File: src/rtl/top_k_pkg.sv
// top_k_pkg: shared compare and saturating-increment helpers for the top-K tracker
package top_k_pkg;
  function automatic logic [63:0] sx(input logic [63:0] x, input int w, input logic sgn);
    logic [63:0] m;
    m = (64'd1 << w) - 64'd1;
    return (sgn && x[w-1]) ? (x | ~m) : (x & m);
  endfunction
  function automatic logic gt(input logic [63:0] a, input logic [63:0] b, input int w, input logic sgn);
    return sgn ? ($signed(sx(a, w, sgn)) > $signed(sx(b, w, sgn))) : (sx(a, w, sgn) > sx(b, w, sgn));
  endfunction
  function automatic logic [63:0] sat_inc(input logic [63:0] c, input int w);
    logic [63:0] m;
    m = (64'd1 << w) - 64'd1;
    return (c == m) ? c : c + 64'd1;
  endfunction
endpackage

File: src/rtl/top_k_slot.sv
// top_k_slot: one list entry; keeps its value, takes the new sample, or takes the upper neighbour
//   clear/accept: flush and sample-accept strobes; head: slot has no upper neighbour
//   sample: incoming value; up_val/up_vld: upper neighbour entry; val/vld: this entry
module top_k_slot import top_k_pkg::*; #(
  parameter int N = 10,
  parameter bit SIGNED = 1'b0
) (
  input  logic         clock,
  input  logic         reset_n,
  input  logic         clear,
  input  logic         accept,
  input  logic         head,
  input  logic [N-1:0] sample,
  input  logic [N-1:0] up_val,
  input  logic         up_vld,
  output logic [N-1:0] val,
  output logic         vld
);
  logic [N-1:0] val_q, val_d;
  logic vld_q, vld_d, ins, up_ins;
  // ins: the sample ranks above this entry; up_ins: it also ranks above the upper one, so shift down
  always_comb begin
    ins = !vld_q || gt(64'(sample), 64'(val_q), N, SIGNED);
    up_ins = !head && (!up_vld || gt(64'(sample), 64'(up_val), N, SIGNED));
    val_d = clear ? '0 : (accept && ins) ? (up_ins ? up_val : sample) : val_q;
    vld_d = clear ? 1'b0 : (accept && ins) ? (up_ins ? up_vld : 1'b1) : vld_q;
  end
  always_ff @(posedge clock or negedge reset_n) begin
    if (!reset_n) begin
      val_q <= '0;
      vld_q <= 1'b0;
    end else begin
      val_q <= val_d;
      vld_q <= vld_d;
    end
  end
  assign val = val_q;
  assign vld = vld_q;
endmodule

File: src/rtl/top_k_tracker.sv
// top_k_tracker: streaming tracker of the K largest samples, sample count and new-maximum pulse
//   clock/reset_n: clock and async active-low reset; clear: sync flush
//   data_valid/data: sample input; top/top_valid: sorted list, index 0 largest
//   maximum: top[0]; count: saturating accepted count; new_max: one-cycle new-maximum pulse
module top_k_tracker import top_k_pkg::*; #(
  parameter int N = 10,
  parameter int K = 4,
  parameter int SIGNED = 0,
  parameter int COUNT_W = 16
) (
  input  logic               clock,
  input  logic               reset_n,
  input  logic               clear,
  input  logic               data_valid,
  input  logic [N-1:0]       data,
  output logic [K*N-1:0]     top,
  output logic [K-1:0]       top_valid,
  output logic [N-1:0]       maximum,
  output logic [COUNT_W-1:0] count,
  output logic               new_max
);
  logic accept;
  logic [N-1:0] val_w [K+1];
  logic [K:0] vld_w;
  logic [COUNT_W-1:0] count_q, count_d;
  logic new_max_q, new_max_d;
  assign accept = data_valid && !clear;
  // index 0 is a padding entry so slot i always sees its upper neighbour at index i
  assign val_w[0] = '0;
  assign vld_w[0] = 1'b0;
  for (genvar i = 0; i < K; i++) begin : g_slot
    top_k_slot #(.N(N), .SIGNED(SIGNED != 0)) u_slot (
      .clock(clock), .reset_n(reset_n), .clear(clear), .accept(accept), .head(i == 0),
      .sample(data), .up_val(val_w[i]), .up_vld(vld_w[i]), .val(val_w[i+1]), .vld(vld_w[i+1])
    );
    assign top[i*N +: N] = val_w[i+1];
  end
  assign top_valid = vld_w[K:1];
  assign maximum = val_w[1];
  always_comb begin
    count_d = clear ? '0 : accept ? COUNT_W'(sat_inc(64'(count_q), COUNT_W)) : count_q;
    new_max_d = accept && (!vld_w[1] || gt(64'(data), 64'(val_w[1]), N, SIGNED != 0));
  end
  always_ff @(posedge clock or negedge reset_n) begin
    if (!reset_n) begin
      count_q <= '0;
      new_max_q <= 1'b0;
    end else begin
      count_q <= count_d;
      new_max_q <= new_max_d;
    end
  end
  assign count = count_q;
  assign new_max = new_max_q;
endmodule
File: config.mk
export PLATFORM = sky130hd
export DESIGN_NAME = top_k_tracker
export DESIGN_NICKNAME = d
export VERILOG_FILES = /design/src/rtl/top_k_pkg.sv /design/src/rtl/top_k_slot.sv /design/src/rtl/top_k_tracker.sv
export SDC_FILE = /design/constraint.sdc
export NUM_CORES = 1
export LEC_CHECK = 0
export BUFFER_PORTS_ARGS = -buffer_cell sky130_fd_sc_hd__clkbuf_2
export CELL_PAD_IN_SITES_DETAIL_PLACEMENT = 1
export CELL_PAD_IN_SITES_GLOBAL_PLACEMENT = 2
export CORE_MARGIN = 2
export CORE_UTILIZATION = 34
export DETAILED_ROUTE_END_ITERATION = 8
export PLACE_DENSITY_LB_ADDON = 0.1
export RECOVER_POWER = 100
export SKIP_CTS_REPAIR_TIMING = 1
export SYNTH_ARGS = -nofsm -noshare
export SYNTH_HDL_FRONTEND = slang
export SYNTH_SLANG_ARGS = --single-unit
File: constraint.sdc
create_clock -name clock -period 2.56 [get_ports clock]
set_input_delay 0.512 -clock clock [delete_from_list [all_inputs] [get_ports clock]]
set_output_delay 0.512 -clock clock [all_outputs]
set_load 0.05 [all_outputs]
# Yosys cells after proc, flatten, opt, wreduce, memory -nomap -nowiden

Cells that the tools add are included.

Add/sub/neg operators: 1
Multipliers: 0
Bitwise operators: 0
Order comparisons: 4
Equal/unequal tests: 2
Multiplexer cells: 25
Div/mod/pow operators: 0
Reductions and logical operators: 20
Shifts and indexed selects: 0

Operator list:

| cell                                                             | number |
|---|---|
| 10-bit 2-to-1 mux                                                | 11 |
| 16-bit 2-to-1 mux                                                | 3 |
| 10-bit greater-than comparator                                   | 4 |
| 16-bit by 1-bit adder with 16-bit output (second input constant) | 1 |
| 16-bit == test (second input constant)                           | 1 |
| 1-bit 2-to-1 mux                                                 | 11 |
| 2-bit nonzero test                                               | 5 |
| 1-bit logical AND                                                | 5 |
| 1-bit logical NOT                                                | 5 |
| 1-bit logical OR                                                 | 4 |
| 2-bit inequality test (second input constant)                    | 1 |
| 2-bit AND reduction                                              | 1 |

Register bits: 61
Bits in writable memories: 0
Bits in latches: 0
Word-level logic and storage cells: 62
Memories: 0
ROM bits: 0
Input bits: 14
Output and inout bits: 71

# Logic depth before layout (Yosys ltp)

Depth in word-level cells: 5
Depth in mapped cells: 9

# Modules after synthesis

A second synthesis with hierarchy kept.

Cell total of the unflattened synthesis: 684
Area, all modules: 6,039.5 um2

Modules (own cells, without submodules):

| module        | instances | cells each | area each (um2) |
|---|---|---|---|
| top_k_slot    | 4         | 134        | 1,186.1 |
| top_k_tracker | 1         | 148        | 1,295.0 |

# Worst setup path after synthesis

Ideal clock, no wire load.

Path type: register to register
Start: register g_slot[1].u_slot.val_q[3]
End: register g_slot[1].u_slot.val_q[1]
Data arrival time: 2.352 ns
Library setup time: 0.125 ns
Path buffers: 1
Data required time: 2.435 ns
Clock period less this slack: 2.477 ns
Path slack: 0.083 ns
Stages on the path, launching flop included: 10
Cell sequence: dfrtp_1 inv_1 ha_1 a21o_1 a21oi_1 nor2b_1 o32ai_1 nand3b_1 buf_2 mux2_2

Longest elaborated chain between the ends: 4

RTL lines:

| element                        | RTL line         | RTL |
|---|---|---|
| start, declared                | top_k_slot.sv:19 | `logic [N-1:0] val_q, val_d;` |
| start signal, assigned         | top_k_slot.sv:33 | `val_q <= val_d;` |
| 10-bit greater-than comparator | top_k_pkg.sv:9   | `return sgn ? ($signed(sx(a, w, sgn)) > $signed(sx(b, w, sgn))) : (sx(a, w, sgn) > sx(b, w, sgn));` |
| 1-bit logical OR               | top_k_slot.sv:23 | `ins = !vld_q \|\| gt(64'(sample), 64'(val_q), N, SIGNED);` |
| 1-bit logical AND              | top_k_slot.sv:25 | `val_d = clear ? '0 : (accept && ins) ? (up_ins ? up_val : sample) : val_q;` |
| 2-bit nonzero test (no line)   | --               |  |

No other way between the ends.
A chain may end at the register's enable or synchronous reset.

# Worst setup path in the final report

Start: register g_slot[1].u_slot.val_q[9]
End: register g_slot[1].u_slot.val_q[6]

Same word-level chain as after synthesis.

==> flow_summary.json <==
{
  "outcome": "finished, violations left",
  "failing_checks": "max-capacitance violations, max-slew violations",
  "drt_iter0_drc": 133,
  "holdCritStartpoint": "data[0]",
  "power_density_nw_per_um2": 595,
  "worstHoldPathType": "in -> reg",
  "drt-pass1-iter-count": 4,
  "critical_setup_path_kind": "reg -> reg",
  "place.gp.congestion": 0.791,
  "vdd.ir_drop.worst_mv": 0.268,
  "synth_async_sr_flop_share_pct": 100,
  "yosysWarningCount": 0,
  "synth_edf_count": 0,
  "rsz0062_at_grt": "false",
  "hpwlAfterDp_um": 9310,
  "syn_to_final_growth_pct": 19.3,
  "seq_area_frac_synth_pct": 35.9,
  "hold_viol": 0,
  "synth.avg_cell_area_um2": 9.41,
  "drive_above_1_share_pct": 11.2,
  "route.detailed.drc": 0,
  "wl_per_cell_um": 17.4,
  "critical_path_arrival_ns": 2.58,
  "maxSlewHeadroom_pct": -7.07,
  "cts-buffers-inserted": 9,
  "setup_viol": 0,
  "count_of_mapped_cells_out_of_synthesis": 452,
  "layout.nets": 595,
  "netlist_area_um2": 4260,
  "initial_antenna_violation_count": 0,
  "netSwitchingPower_w": 0.00104,
  "numClockSinks": 61,
  "min_delay_path_depth": 3,
  "crit_path_max_fanout": 11,
  "maxSlewViolCount": 93,
  "r2r_start": "g_slot[1].u_slot.val[9]$_DFFE_PN0P_",
  "worstReg2RegEnd": "g_slot[1].u_slot.val[6]$_DFFE_PN0P_",
  "endpoint_type_of_the_worst_setup_path": "flop",
  "final_ant_viol_nets": 0,
  "postSynthRegisterBits": 61,
  "total_leakage_power_nw": 2.25,
  "p_clk_share_pct": 38.5,
  "gr-total-overflow": 0,
  "overall_die_height_um": 116,
  "post-route-min-period_ns": 2.36,
  "power.combinational.fraction_pct": 25.7,
  "routed_via_density": 5.04,
  "min_delay_worst_endpoint": "g_slot[3].u_slot.val[0]$_DFFE_PN0P_",
  "dr_total_vias": 3590,
  "grt_pass1_wl_um": 20200,
  "ctsRootBufferMaster": "sky130_fd_sc_hd__clkbuf_16",
  "antenna-diode-count": 0,
  "finalNonFillerCells": 712,
  "die_footprint_um2": 13400,
  "first_global_vias": 3788,
  "timing.hold.ws_ns": 0.537,
  "setup.worst_path.start_class": "flop",
  "grt_start_max_net_pins": 62,
  "chipWidth_um": 116,
  "clk_pin_slew_ns": 0.05,
  "rows": 40,
  "global_route.usage.total_pct": 19.7,
  "clock_path_buffers": 2,
  "fmaxAchievable_ghz": 0.423,
  "required_time_at_the_endpoint_of_the_critical_path_ns": 2.78,
  "r2r_slack_ns": 0.20,
  "clk-insertion-delay-late_ns": 0.34,
  "ff2ff_path_depth": 9,
  "placement.io_buffers": 84,
  "initial_core_util_pct": 35.1,
  "tritoncts": "yes",
  "power.switching_fraction_pct": 34.6,
  "ys_types": 50,
  "core-area_um2": 12100,
  "dominantRegCellSynth": "sky130_fd_sc_hd__dfrtp_1",
  "tightestPinTransition_ns": 1.61,
  "final.setup_skew_ns": 0.00444,
  "mappedNetlistNets": 507,
  "final_min_period_over_clock_period_pct": 92.3,
  "dpl.cell_count": 697,
  "tns_ns": 0,
  "clock_tree.htree_level_count": 3,
  "share_seq_of_total_power_pct": 35.8,
  "totalWireLength_um": 12400,
  "internal_power_w": 0.00198,
  "drv.max_cap_violation_count": 2,
  "design.portCount": 85
}
==> power groups by stage <==
stage / clock network, W / registers [W] / logic [W]
6_report: 0.00116 / 0.00108 / 0.000777
5_1_grt: 0.00122 / 0.00109 / 0.000851
4_1_cts: 0.00119 / 0.00108 / 0.000814
3_5_place_dp: 0 / 0.00110 / 0.000810
3_3_place_gp: 0 / 0.00110 / 0.000794
2_1_floorplan: 0 / 0.00125 / 0.000408
==> metrics by stage <==
stage	worst slack [ns]	cell area, um2	util [%]	power (W)
4_1_cts	0.260	5220	43.1	0.00308
2_1_floorplan	0.0835	4260	-	0.00166
3_3_place_gp	0.0582	4940	40.8	0.00189
3_5_place_dp	0.00892	4940	40.8	0.00191
5_1_grt	0.0474	5080	41.9	0.00316
6_report	0.198	5080	41.9	0.00302
==> placed cells by master (no fill, tap or decap), drive strengths merged, types with 3 or more instances in the layout <==
| cell | synthesis | final |
|---|---|---|
| clkbuf | 8 | 101 |
| dfrtp | 61 | 61 |
| nand2 | 52 | 52 |
| mux2i | 52 | 52 |
| inv | 51 | 51 |
| ha | 41 | 41 |
| nor2 | 34 | 34 |
| buf | 22 | 20 |
| nand3 | 19 | 19 |
| nand4 | 12 | 12 |
| mux2 | 12 | 12 |
| o221ai | 10 | 10 |
| a21oi | 9 | 9 |
| xor2 | 9 | 9 |
| o21ai | 7 | 7 |
| a211oi | 6 | 6 |
| and4 | 5 | 5 |
| nor2b | 5 | 5 |
| nor3 | 3 | 3 |
| and3 | 3 | 3 |
| and2 | 3 | 3 |
==> worst max path at each step <==
stage	startpoint	endpoint	slack, ns
2_1_floorplan	g_slot[1].u_slot.val[3]$_DFFE_PN0P_	g_slot[1].u_slot.val[1]$_DFFE_PN0P_	0.08
3_3_place_gp	data[3]	g_slot[1].u_slot.val[9]$_DFFE_PN0P_	0.06
3_5_place_dp	data[3]	g_slot[1].u_slot.val[4]$_DFFE_PN0P_	0.009
4_1_cts	g_slot[1].u_slot.val[9]$_DFFE_PN0P_	g_slot[1].u_slot.val[4]$_DFFE_PN0P_	0.26
5_1_grt	g_slot[1].u_slot.val[9]$_DFFE_PN0P_	g_slot[1].u_slot.val[9]$_DFFE_PN0P_	0.05
6_report	g_slot[1].u_slot.val[9]$_DFFE_PN0P_	g_slot[1].u_slot.val[6]$_DFFE_PN0P_	0.20
==> critical path: stages, from the launching register on <==
cell and delay, ns:
sky130_fd_sc_hd__dfrtp_1 0.37, sky130_fd_sc_hd__inv_1 0.07, sky130_fd_sc_hd__ha_1 0.34, sky130_fd_sc_hd__a21oi_1 0.18, sky130_fd_sc_hd__o21a_1 0.18, sky130_fd_sc_hd__nand3b_1 0.09, sky130_fd_sc_hd__o32ai_1 0.31, sky130_fd_sc_hd__nand3b_1 0.21
sky130_fd_sc_hd__buf_12 0.16, sky130_fd_sc_hd__mux2_2 0.34
==> cells in the mapped netlist (all sizes together), types with 3 or more instances <==
cell	instances	area, um2
dfrtp	61	1530
a21oi	9	45.0
nand3	19	95.1
and3	3	18.8
clkbuf	8	30.0
xor2	9	78.8
buf	22	145
ha	41	513
and2	3	18.8
o221ai	10	93.8
mux2i	52	521
o21ai	7	35.0
nand2	52	195
nor2	34	128
mux2	12	135
nor3	3	15.0
nand4	12	75.1
nor2b	5	31.3
a211oi	6	55.1
and4	5	43.8
inv	51	191
==> metal layers <==
metal	up-vias	wire [um]	global-route usage [%]
li1	1742	-	-
met5	-	0	0
met3	15	317	2.56
met2	52	5830	31.9
met1	1781	6050	27.1
met4	0	208	6.90
==> layout make-up <==
class	count	area (um2)
inverter	52	195
sequential	61	1530
multi-input combinational	309	2350
clock buffer	14	274
clock inverter	1	5.00
timing repair buffer	107	517
tap	168	210
fill	1491	7040
==> state kept, by name, summed over array words and instances (netlist names) <==
name and count:
new_max 1, count 16, g_slot.u_slot.vld 4, g_slot.u_slot.val 40
==> logic make-up after synthesis <==
| group | after synthesis | share of synthesized area, % |
|---|---|---|
| compound gates | 49 | 9.17 |
| xor+xnor | 11 | 2.26 |
| fa+ha+maj | 41 | 12.1 |
| buf+inv | 82 | 8.70 |
| flops | 61 | 35.9 |
| mux | 64 | 15.4 |
| simple gates | 144 | 16.5 |
No activity file was read; power rests on OpenSTA's default activity.
